File: config.mk
export PLATFORM = sky130hd
export DESIGN_NAME = fir_decimator
export DESIGN_NICKNAME = d
export VERILOG_FILES = /design/src/rtl/fir_dec_pkg.sv /design/src/rtl/fir_dec_fifo.sv /design/src/rtl/fir_decimator.sv
export SDC_FILE = /design/constraint.sdc
export NUM_CORES = 1
export LEC_CHECK = 0
export CAP_MARGIN = 20
export CORE_ASPECT_RATIO = 0.5
export CORE_MARGIN = 4
export CORE_UTILIZATION = 45
export CTS_BUF_LIST = sky130_fd_sc_hd__clkbuf_8 sky130_fd_sc_hd__clkbuf_16
export CTS_CLUSTER_DIAMETER = 30
export DETAILED_ROUTE_END_ITERATION = 10
export PLACE_DENSITY_LB_ADDON = 0.25
export SLEW_MARGIN = 30
export SYNTH_ARGS = -nofsm -noshare
export SYNTH_HDL_FRONTEND = slang
export SYNTH_SLANG_ARGS = --single-unit
File: constraint.sdc
create_clock -name clock -period 1.75 [get_ports clock]
set_input_delay 0.35 -clock clock [delete_from_list [all_inputs] [get_ports clock]]
set_output_delay 0.35 -clock clock [all_outputs]
set_load 0.05 [all_outputs]
File: src/rtl/fir_dec_pkg.sv
// Shared constants and helpers for the FIR decimator:
// default widths, clog2 and the shift/round/saturate scaler.
package fir_dec_pkg;

  localparam int IN_W_DEF  = 17;
  localparam int OUT_W_DEF = 8;

  function automatic int clog2(input int n);
    int r;
    r = 0;
    while ((1 << r) < n) r++;
    return r;
  endfunction

  // Operates on a 33-bit working value so any input up to
  // 32 bits plus the rounding carry fits without wrapping.
  function automatic logic [32:0] sat_shift(
    input logic [31:0] din,
    input int unsigned sh,
    input int unsigned ow,
    input logic        rnd
  );
    logic [32:0] sum;
    logic [32:0] q;
    logic [32:0] lim;
    sum = {1'b0, din};
    if (rnd && (sh != 0))
      sum = sum + (33'd1 << (sh - 1));
    q   = sum >> sh;
    lim = (33'd1 << ow) - 33'd1;
    return (q > lim) ? lim : q;
  endfunction

endpackage

File: src/rtl/fir_dec_fifo.sv
// Synchronous first-word-fall-through FIFO.
// Ports: clock, reset (async, active low), push, pop,
// din, dout, full, empty, level.
module fir_dec_fifo
  import fir_dec_pkg::*;
#(
  parameter int W     = 8,
  parameter int DEPTH = 4,
  parameter int LW    = clog2(DEPTH) + 1
) (
  input  logic          clock,
  input  logic          reset,
  input  logic          push,
  input  logic          pop,
  input  logic [W-1:0]  din,
  output logic [W-1:0]  dout,
  output logic          full,
  output logic          empty,
  output logic [LW-1:0] level
);

  localparam int AW = clog2(DEPTH);

  logic [W-1:0]  r_mem [DEPTH];
  logic [AW-1:0] r_wr;
  logic [AW-1:0] r_rd;
  logic [LW-1:0] r_level;
  logic          w_pop;
  logic          w_push;

  assign empty = (r_level == '0);
  assign full  = (r_level == LW'(DEPTH));

  // A push into a full FIFO is legal when the head
  // leaves in the same cycle.
  assign w_pop  = pop && !empty;
  assign w_push = push && (!full || w_pop);

  assign dout  = empty ? '0 : r_mem[r_rd];
  assign level = r_level;

  always_ff @(posedge clock) begin
    if (w_push) r_mem[r_wr] <= din;
  end

  always_ff @(posedge clock or negedge reset) begin
    if (!reset) begin
      r_wr    <= '0;
      r_rd    <= '0;
      r_level <= '0;
    end else begin
      if (w_push) r_wr <= r_wr + 1'b1;
      if (w_pop)  r_rd <= r_rd + 1'b1;
      unique case (1'b1)
        (w_push && !w_pop): r_level <= r_level + 1'b1;
        (w_pop && !w_push): r_level <= r_level - 1'b1;
        default:            r_level <= r_level;
      endcase
    end
  end

endmodule

File: src/rtl/fir_decimator.sv
// Keeps every DEC_FACTOR-th FIR sample, scales, saturates
// and buffers it for a valid/ready consumer.
// Ports: clock, reset (async, active low), in_valid,
// in_data, ov_clr, out_valid, out_ready, out_data,
// fifo_level, overflow (sticky drop flag).
// Macro FIR_DEC_ROUND_EN: round-half-up before the shift.
module fir_decimator
  import fir_dec_pkg::*;
#(
  parameter int IN_W       = IN_W_DEF,
  parameter int OUT_W      = OUT_W_DEF,
  parameter int DEC_FACTOR = 4,
  parameter int SHIFT      = 5,
  parameter int FIFO_DEPTH = 4
) (
  input  logic                         clock,
  input  logic                         reset,
  input  logic                         in_valid,
  input  logic [IN_W-1:0]              in_data,
  input  logic                         ov_clr,
  output logic                         out_valid,
  input  logic                         out_ready,
  output logic [OUT_W-1:0]             out_data,
  output logic [clog2(FIFO_DEPTH):0]   fifo_level,
  output logic                         overflow
);

  localparam int PH_W =
    (DEC_FACTOR > 1) ? clog2(DEC_FACTOR) : 1;

`ifdef FIR_DEC_ROUND_EN
  localparam logic RND = 1'b1;
`else
  localparam logic RND = 1'b0;
`endif

  logic [PH_W-1:0]  r_phase;
  logic             r_stg_valid;
  logic [OUT_W-1:0] r_stg_data;
  logic             r_overflow;
  logic             w_keep;
  logic [OUT_W-1:0] w_scaled;
  logic             w_full;
  logic             w_empty;
  logic             w_pop;
  logic             w_drop;

  assign w_keep = in_valid && (r_phase == '0);

  assign w_scaled = OUT_W'(sat_shift(
    32'(in_data), SHIFT, OUT_W, RND));

  always_ff @(posedge clock or negedge reset) begin
    if (!reset) begin
      r_phase     <= '0;
      r_stg_valid <= 1'b0;
      r_stg_data  <= '0;
    end else begin
      if (in_valid) begin
        if (r_phase == PH_W'(DEC_FACTOR - 1))
          r_phase <= '0;
        else
          r_phase <= r_phase + 1'b1;
      end
      r_stg_valid <= w_keep;
      if (w_keep) r_stg_data <= w_scaled;
    end
  end

  assign out_valid = !w_empty;
  assign w_pop     = out_valid && out_ready;
  assign w_drop    = r_stg_valid && w_full && !w_pop;

  always_ff @(posedge clock or negedge reset) begin
    if (!reset)      r_overflow <= 1'b0;
    else if (w_drop) r_overflow <= 1'b1;
    else if (ov_clr) r_overflow <= 1'b0;
  end

  assign overflow = r_overflow;

  fir_dec_fifo #(
    .W     (OUT_W),
    .DEPTH (FIFO_DEPTH)
  ) u_fifo (
    .clock (clock),
    .reset (reset),
    .push  (r_stg_valid),
    .pop   (w_pop),
    .din   (r_stg_data),
    .dout  (out_data),
    .full  (w_full),
    .empty (w_empty),
    .level (fifo_level)
  );

endmodule

==> results.sh, run 1 <==
export IMPL_wire_per_inst_um=16.2
export IMPL_cp_start_kind="register"
export IMPL_n_antenna_cell=0
export IMPL_p_leak_nw=1.07
export IMPL_area_delta_synth_final_pct=33.4
export IMPL_end_kind="output pin"
export IMPL_crit_path_cell_trace="clkbuf_16, mux4_2, and2_4, buf_8"
export IMPL_dr_first_iter_drc_count=52
export IMPL_ys_seq_area_share_pct=65.6
export IMPL_ys_warnings_count=0
export IMPL_synth_cell_types=36
export IMPL_ioPinCount=35
export IMPL_yosysTopAreaCellShare_pct=43.9
export IMPL_clkLatencyLatePin_ps=300
export IMPL_vias=1283
export IMPL_worst_ep_required_time_ps=1400
export IMPL_setup_slack_ps=-258
export IMPL_yosysTopAreaCell="edfxtp_1"
export IMPL_post_synth_top_count_cell="edfxtp_1"
export IMPL_synth_edf_count=32
export IMPL_final_nets=218
export IMPL_syn_nets=167
export IMPL_drive_above_1_share_pct=41.1
export IMPL_fp_dieH_um=57.3
export IMPL_ant_nets=0
export IMPL_setup_tns_ps=-2360
export IMPL_period_needed_ps=2010
export IMPL_grt_pass1_wl_um=6580
export IMPL_antenna_found_initial=0
export IMPL_port_buffers=29
export IMPL_worst_path_max_fanout=5
export IMPL_relSlewSlack_pct=70.0
export IMPL_drv_slew=0
export IMPL_clk_transition_reported_paths_ps=90
export IMPL_dp_hpwl_um=2710
export IMPL_fp_row_count=17
export IMPL_viasPerCell=5.01
export IMPL_power_density_mw_per_mm2=1840
export IMPL_rsz0062_at_grt="yes"
export IMPL_ys_top_cells_by_area="edfxtp_1 44%, dfrtp_1 22%, mux4_2 8.2%"
export IMPL_pre_cts_ws_ps=-446
export IMPL_first_global_vias=1363
export IMPL_grt_usage_pct=14.2
export IMPL_period_share_pct=115
export IMPL_arrival_ps=1660
export IMPL_slowest_delay_ps=480
export IMPL_netlist_area_mm2=0.00219
export IMPL_worst_path_max_delay_cell="mux4_2"
export IMPL_cts_hold_buf=0
export IMPL_setup_worst_path_start="u_fifo.r_rd[0]$_DFFE_PN0N_"
export IMPL_root_buffer="clkbuf_8"
export IMPL_hold_viol_final=0
export IMPL_drc=0
export IMPL_syn_instance_count=138
export IMPL_finalSetupViolCount=11
export IMPL_violations="negative setup slack"
export IMPL_htreeDepth=2
export IMPL_status="complete, but fails checks"
export IMPL_vdd_drop_max_uv=1000
export IMPL_grt_max_degree=20
export IMPL_synth_seq_cells=51
export IMPL_synthTopCellsByCount="32 x edfxtp_1, 19 x dfrtp_1, 13 x and2_1"
export IMPL_clockBufferDepth=2
export IMPL_start_util_pct=48.1
export IMPL_drtPass1Iterations=4
export IMPL_gp_congestion=0.714
export IMPL_drv_cap=0
export IMPL_tritoncts="done"
export IMPL_finClkSkew_ps=9.39
export IMPL_ys_async_sr_fraction_pct=37.3
export IMPL_routed_wl_um=4160
export IMPL_worst_pin_slew_ps=450
export IMPL_numCtsBuffers=5
export IMPL_synth_ff_type="edfxtp_1"
export IMPL_core_area_mm2=0.00455
export IMPL_overflow=0
export IMPL_critPathKind="register to output pin"
export IMPL_die_x_um=107
export IMPL_hp_class="input pin to async pin"
export IMPL_avgSynthCellArea_um2=15.9
export IMPL_fp_dieArea_mm2=0.00611
export IMPL_fmax_mhz=498
export IMPL_rr_startpoint="u_fifo.level[2]$_DFFE_PN0P_"
export IMPL_cts_sinks=51
[registers in the layout, summed over array words and instances (netlist names)]
register	cells
u_fifo.level	3
u_fifo.r_wr	2
r_stg_valid	1
r_phase	2
u_fifo.r_rd	2
u_fifo.r_mem	32
r_stg_data	8
overflow	1
[logic make-up (layout without fill, tap and decap cells)]
kind of cell               Yosys count  in the layout  synth area share, %
xor gates and xnor gates             5              5                 2.00
and+or+nand+nor                     34             34                 9.43
adders and majority gates            7              7                 4.34
muxes                                9              9                 8.91
AOI/OAI and AO/OA                   18             18                 6.17
DFF                                 51             51                 65.6
buffers and inverters               14             66                 3.54
[path summary, 6_finish.rpt]
check,end,slack (ps),cells after the start
min,u_fifo.r_rd[1]$_DFFE_PN0N_,380,2
max,out_data[5],-260,4
min reg2reg,u_fifo.r_mem[0][4]$_DFFE_PP_,530,0
min in group clock,u_fifo.r_mem[0][4]$_DFFE_PP_,530,0
max in group asynchronous,u_fifo.r_rd[0]$_DFFE_PN0N_,1150,2
max reg2reg,u_fifo.level[2]$_DFFE_PN0P_,-140,7
[cell type report]
| class | instances | area (µm²) |
|---|---|---|
| fillers | 346 | 1630 |
| flip-flops and latches | 51 | 1440 |
| multi-input cells | 73 | 734 |
| repair buffers | 50 | 546 |
| well taps | 66 | 82.6 |
| clock buffers | 5 | 68.8 |
| inverters | 8 | 30.0 |
| clock inverters | 3 | 17.5 |
[per-stage QoR]
stage | utilization (%) | power, mW | hold slack [ps] | instance area (µm²) | instances
6_report | 64.2 | 5.37 | 378 | 2920 | 256
5_1_grt | 64.2 | 5.68 | 387 | 2920 | 256
3_3_place_gp | 58.0 | 4.08 | 491 | 2640 | 241
4_1_cts | 61.4 | 5.01 | 380 | 2800 | 251
3_5_place_dp | 58.0 | 4.14 | 506 | 2640 | 241
2_1_floorplan | - | 3.42 | 54.4 | 2220 | 138
[where the power goes]
group / switching, mW / internal, mW / leakage (nW)
logic: 1.52 / 1.51 / 0.570
clock network: 0.376 / 0.277 / 0.0493
registers: 0.172 / 1.51 / 0.450
total: 2.07 / 3.30 / 1.07
[layout by cell type (no fill, tap or decap), types with 2 or more instances in the layout]
cell,netlist,layout
buf_12,0,2
xnor2_1,4,4
clkbuf_8,0,5
o22a_1,8,8
buf_8,0,9
clkbuf_16,0,2
and2_1,13,2
inv_1,8,9
nor2_1,4,4
buf_4,2,20
ha_1,6,6
dfrtp_1,19,15
and2_2,0,3
edfxtp_1,32,32
o21ai_0,3,2
clkdlybuf4s50_1,0,15
dfrtp_2,0,4
mux4_2,8,8
and2_4,0,8
nand2_1,6,5
[critical path: cells and delay by family (launching register included)]
kind	cells	cell delay, ps
buffers and inverters	2	300
multiplexers	1	480
AND/OR/NAND/NOR	1	150
flip-flops	1	420
[routing by layer]
metal	GRT usage, %	wire length, µm	vias to the layer above
met4	4.01	18	0
met2	25.5	2120	37
met3	2.71	169	2
met1	17.8	1840	638
li1	-	-	606
met5	0	0	-
[repair_timing]
action	4_1_cts	5_1_grt
gates resized for setup	17	16
pin swaps	7	9
setup buffers	2	3
gates cloned	0	2
endpoints found under the setup margin	11	35
endpoints found under the hold margin	0	0
(Power assumes the default switching activity.)
==> run 2, diff against run 1 <==
Settings changed: ABC_CLOCK_PERIOD_IN_PS from default to 1750.
==> results of run 2 <==
Same layout as run 1: the final DEF is identical, and so are final timing and power.
==> run 3, diff against run 2 <==
Settings changed: ABC_CLOCK_PERIOD_IN_PS 1750 to 1800, CORE_ASPECT_RATIO 0.5 to 0.7, SKIP_CTS_REPAIR_TIMING from default to 1.
Clock period 1.75 ns to 1.8 ns, I/O delays scaled along.
==> results.sh, run 3 (synthesized netlist as in run 1, its figures left out) <==
export IMPL_vdd_drop_max_uv=677
export IMPL_worst_path_max_fanout=6
export IMPL_crit_path_cell_trace="buf_6, mux4_2, and2_4, buf_8"
export IMPL_stdcell_area_mm2=0.00286
export IMPL_final_nets=216
export IMPL_cts_sinks=51
export IMPL_dr_first_iter_drc_count=51
export IMPL_arrival_ps=1660
export IMPL_end_kind="output pin"
export IMPL_n_antenna_cell=0
export IMPL_vias=1267
export IMPL_p_leak_nw=1.06
export IMPL_pre_cts_ws_ps=-405
export IMPL_numCtsBuffers=5
export IMPL_core_area_mm2=0.00450
export IMPL_tritoncts="done"
export IMPL_port_buffers=29
export IMPL_grt_max_degree=20
export IMPL_placed_cells=229
export IMPL_ioPinCount=35
export IMPL_worst_path_max_delay_cell="mux4_2"
export IMPL_largest_reg_flops=32
export IMPL_antenna_found_initial=0
export IMPL_rsz0062_at_grt="yes"
export IMPL_overflow=0
export IMPL_htreeDepth=2
export IMPL_power_density_mw_per_mm2=1780
export IMPL_grt_pass1_wl_um=6330
export IMPL_wire_per_inst_um=16.6
export IMPL_fp_dieArea_mm2=0.00606
export IMPL_hp_class="input pin to async pin"
export IMPL_final_cell_mix="32 x edfxtp_1, 19 x buf_4, 16 x dfrtp_1"
export IMPL_gp_congestion=0.819
export IMPL_period_share_pct=112
export IMPL_viasPerCell=5.21
export IMPL_worst_pin_slew_ps=421
export IMPL_drv_cap=0
export IMPL_finalSetupViolCount=11
export IMPL_stdcell_count=243
export IMPL_die_x_um=91.4
export IMPL_critPathKind="register to output pin"
export IMPL_grt_usage_pct=14.0
export IMPL_busiest_layer="met2"
export IMPL_relSlewSlack_pct=71.9
export IMPL_dpl_cell_area_mm2=0.00258
export IMPL_fp_row_count=20
export IMPL_clkLatencyLatePin_ps=290
export IMPL_drc=0
export IMPL_setup_slack_ps=-218
export IMPL_fmax_mhz=495
export IMPL_drtPass1Iterations=4
export IMPL_drive_above_1_share_pct=37.8
export IMPL_dp_hpwl_um=2740
export IMPL_drv_slew=0
export IMPL_slowest_delay_ps=510
export IMPL_routed_wl_um=4030
export IMPL_final_common_cell="edfxtp_1"
export IMPL_ant_nets=0
export IMPL_grt_use_met3_pct=3.41
export IMPL_cp_start_kind="register"
export IMPL_worst_ep_required_time_ps=1440
export IMPL_fp_dieH_um=66.4
export IMPL_first_global_vias=1331
export IMPL_period_needed_ps=2020
export IMPL_start_util_pct=48.6
export IMPL_clk_transition_reported_paths_ps=80
export IMPL_gr_usage_met2_pct=25.5
export IMPL_grt_use_met1_pct=16.2
export IMPL_setup_tns_ps=-1690
export IMPL_reg2reg_slack_ps=-150
export IMPL_regMostFlops="u_fifo.r_mem"
export IMPL_hold_viol_final=0
export IMPL_area_delta_synth_final_pct=30.4
export IMPL_root_buffer="clkbuf_8"
export IMPL_finClkSkew_ps=5.18
export IMPL_clockBufferDepth=2
export IMPL_violations="negative setup slack"
export IMPL_status="complete, but fails checks"
run 3: area by class of cell:
type / count / area, µm²
Clock buffer: 5 / 68.8
Clock inverter: 3 / 12.5
Fill cell: 323 / 1650
Inverter: 8 / 30.0
Multi-Input combinational cell: 73 / 727
Sequential cell: 51 / 1440
Tap cell: 55 / 68.8
Timing Repair Buffer: 48 / 508
run 3: path summary, 6_finish.rpt:
check,start,endpoint,cells after the start
setup / recovery,u_fifo.r_rd[0]$_DFFE_PN0N_,out_data[2],4
hold / removal,reset,r_stg_data[2]$_DFFE_PN0P_,2
hold reg to reg,overflow$_DFFE_PN0P_,overflow$_DFFE_PN0P_,2
max in group asynchronous,reset,u_fifo.level[2]$_DFFE_PN0P_,2
setup reg to reg,u_fifo.level[0]$_DFFE_PN0P_,u_fifo.level[2]$_DFFE_PN0P_,7
min in group clock,overflow$_DFFE_PN0P_,overflow$_DFFE_PN0P_,2
run 3: power breakdown:
| group | internal, mW | switching, mW | leakage, nW |
|---|---|---|---|
| combinational | 1.41 | 1.46 | 0.557 |
| clock | 0.262 | 0.343 | 0.0505 |
| sequential | 1.47 | 0.150 | 0.451 |
| total | 3.14 | 1.96 | 1.06 |
run 3: routing by layer:
metal / wire (µm) / part of all wire, %
met1: 1690 / 42
met2: 2150 / 53
met3: 142 / 3.5
met4: 48 / 1.2
met5: 0 / 0
run 3: per-stage QoR:
stage | power, mW | utilization (%) | hold WS (ps)
floorplan | 3.23 | - | 64.4
global placement | 3.82 | 57.3 | 486
detailed placement | 3.89 | 57.3 | 509
CTS | 4.48 | 59.1 | 392
global route | 5.38 | 63.4 | 406
finish | 5.10 | 63.4 | 393
run 3: critical path: cells and delay by family, from the launching register on:
kind / cells / cell delay, ps
buffers and inverters: 2 / 290
flip-flops: 1 / 400
multiplexers: 1 / 510
AND/OR/NAND/NOR: 1 / 160
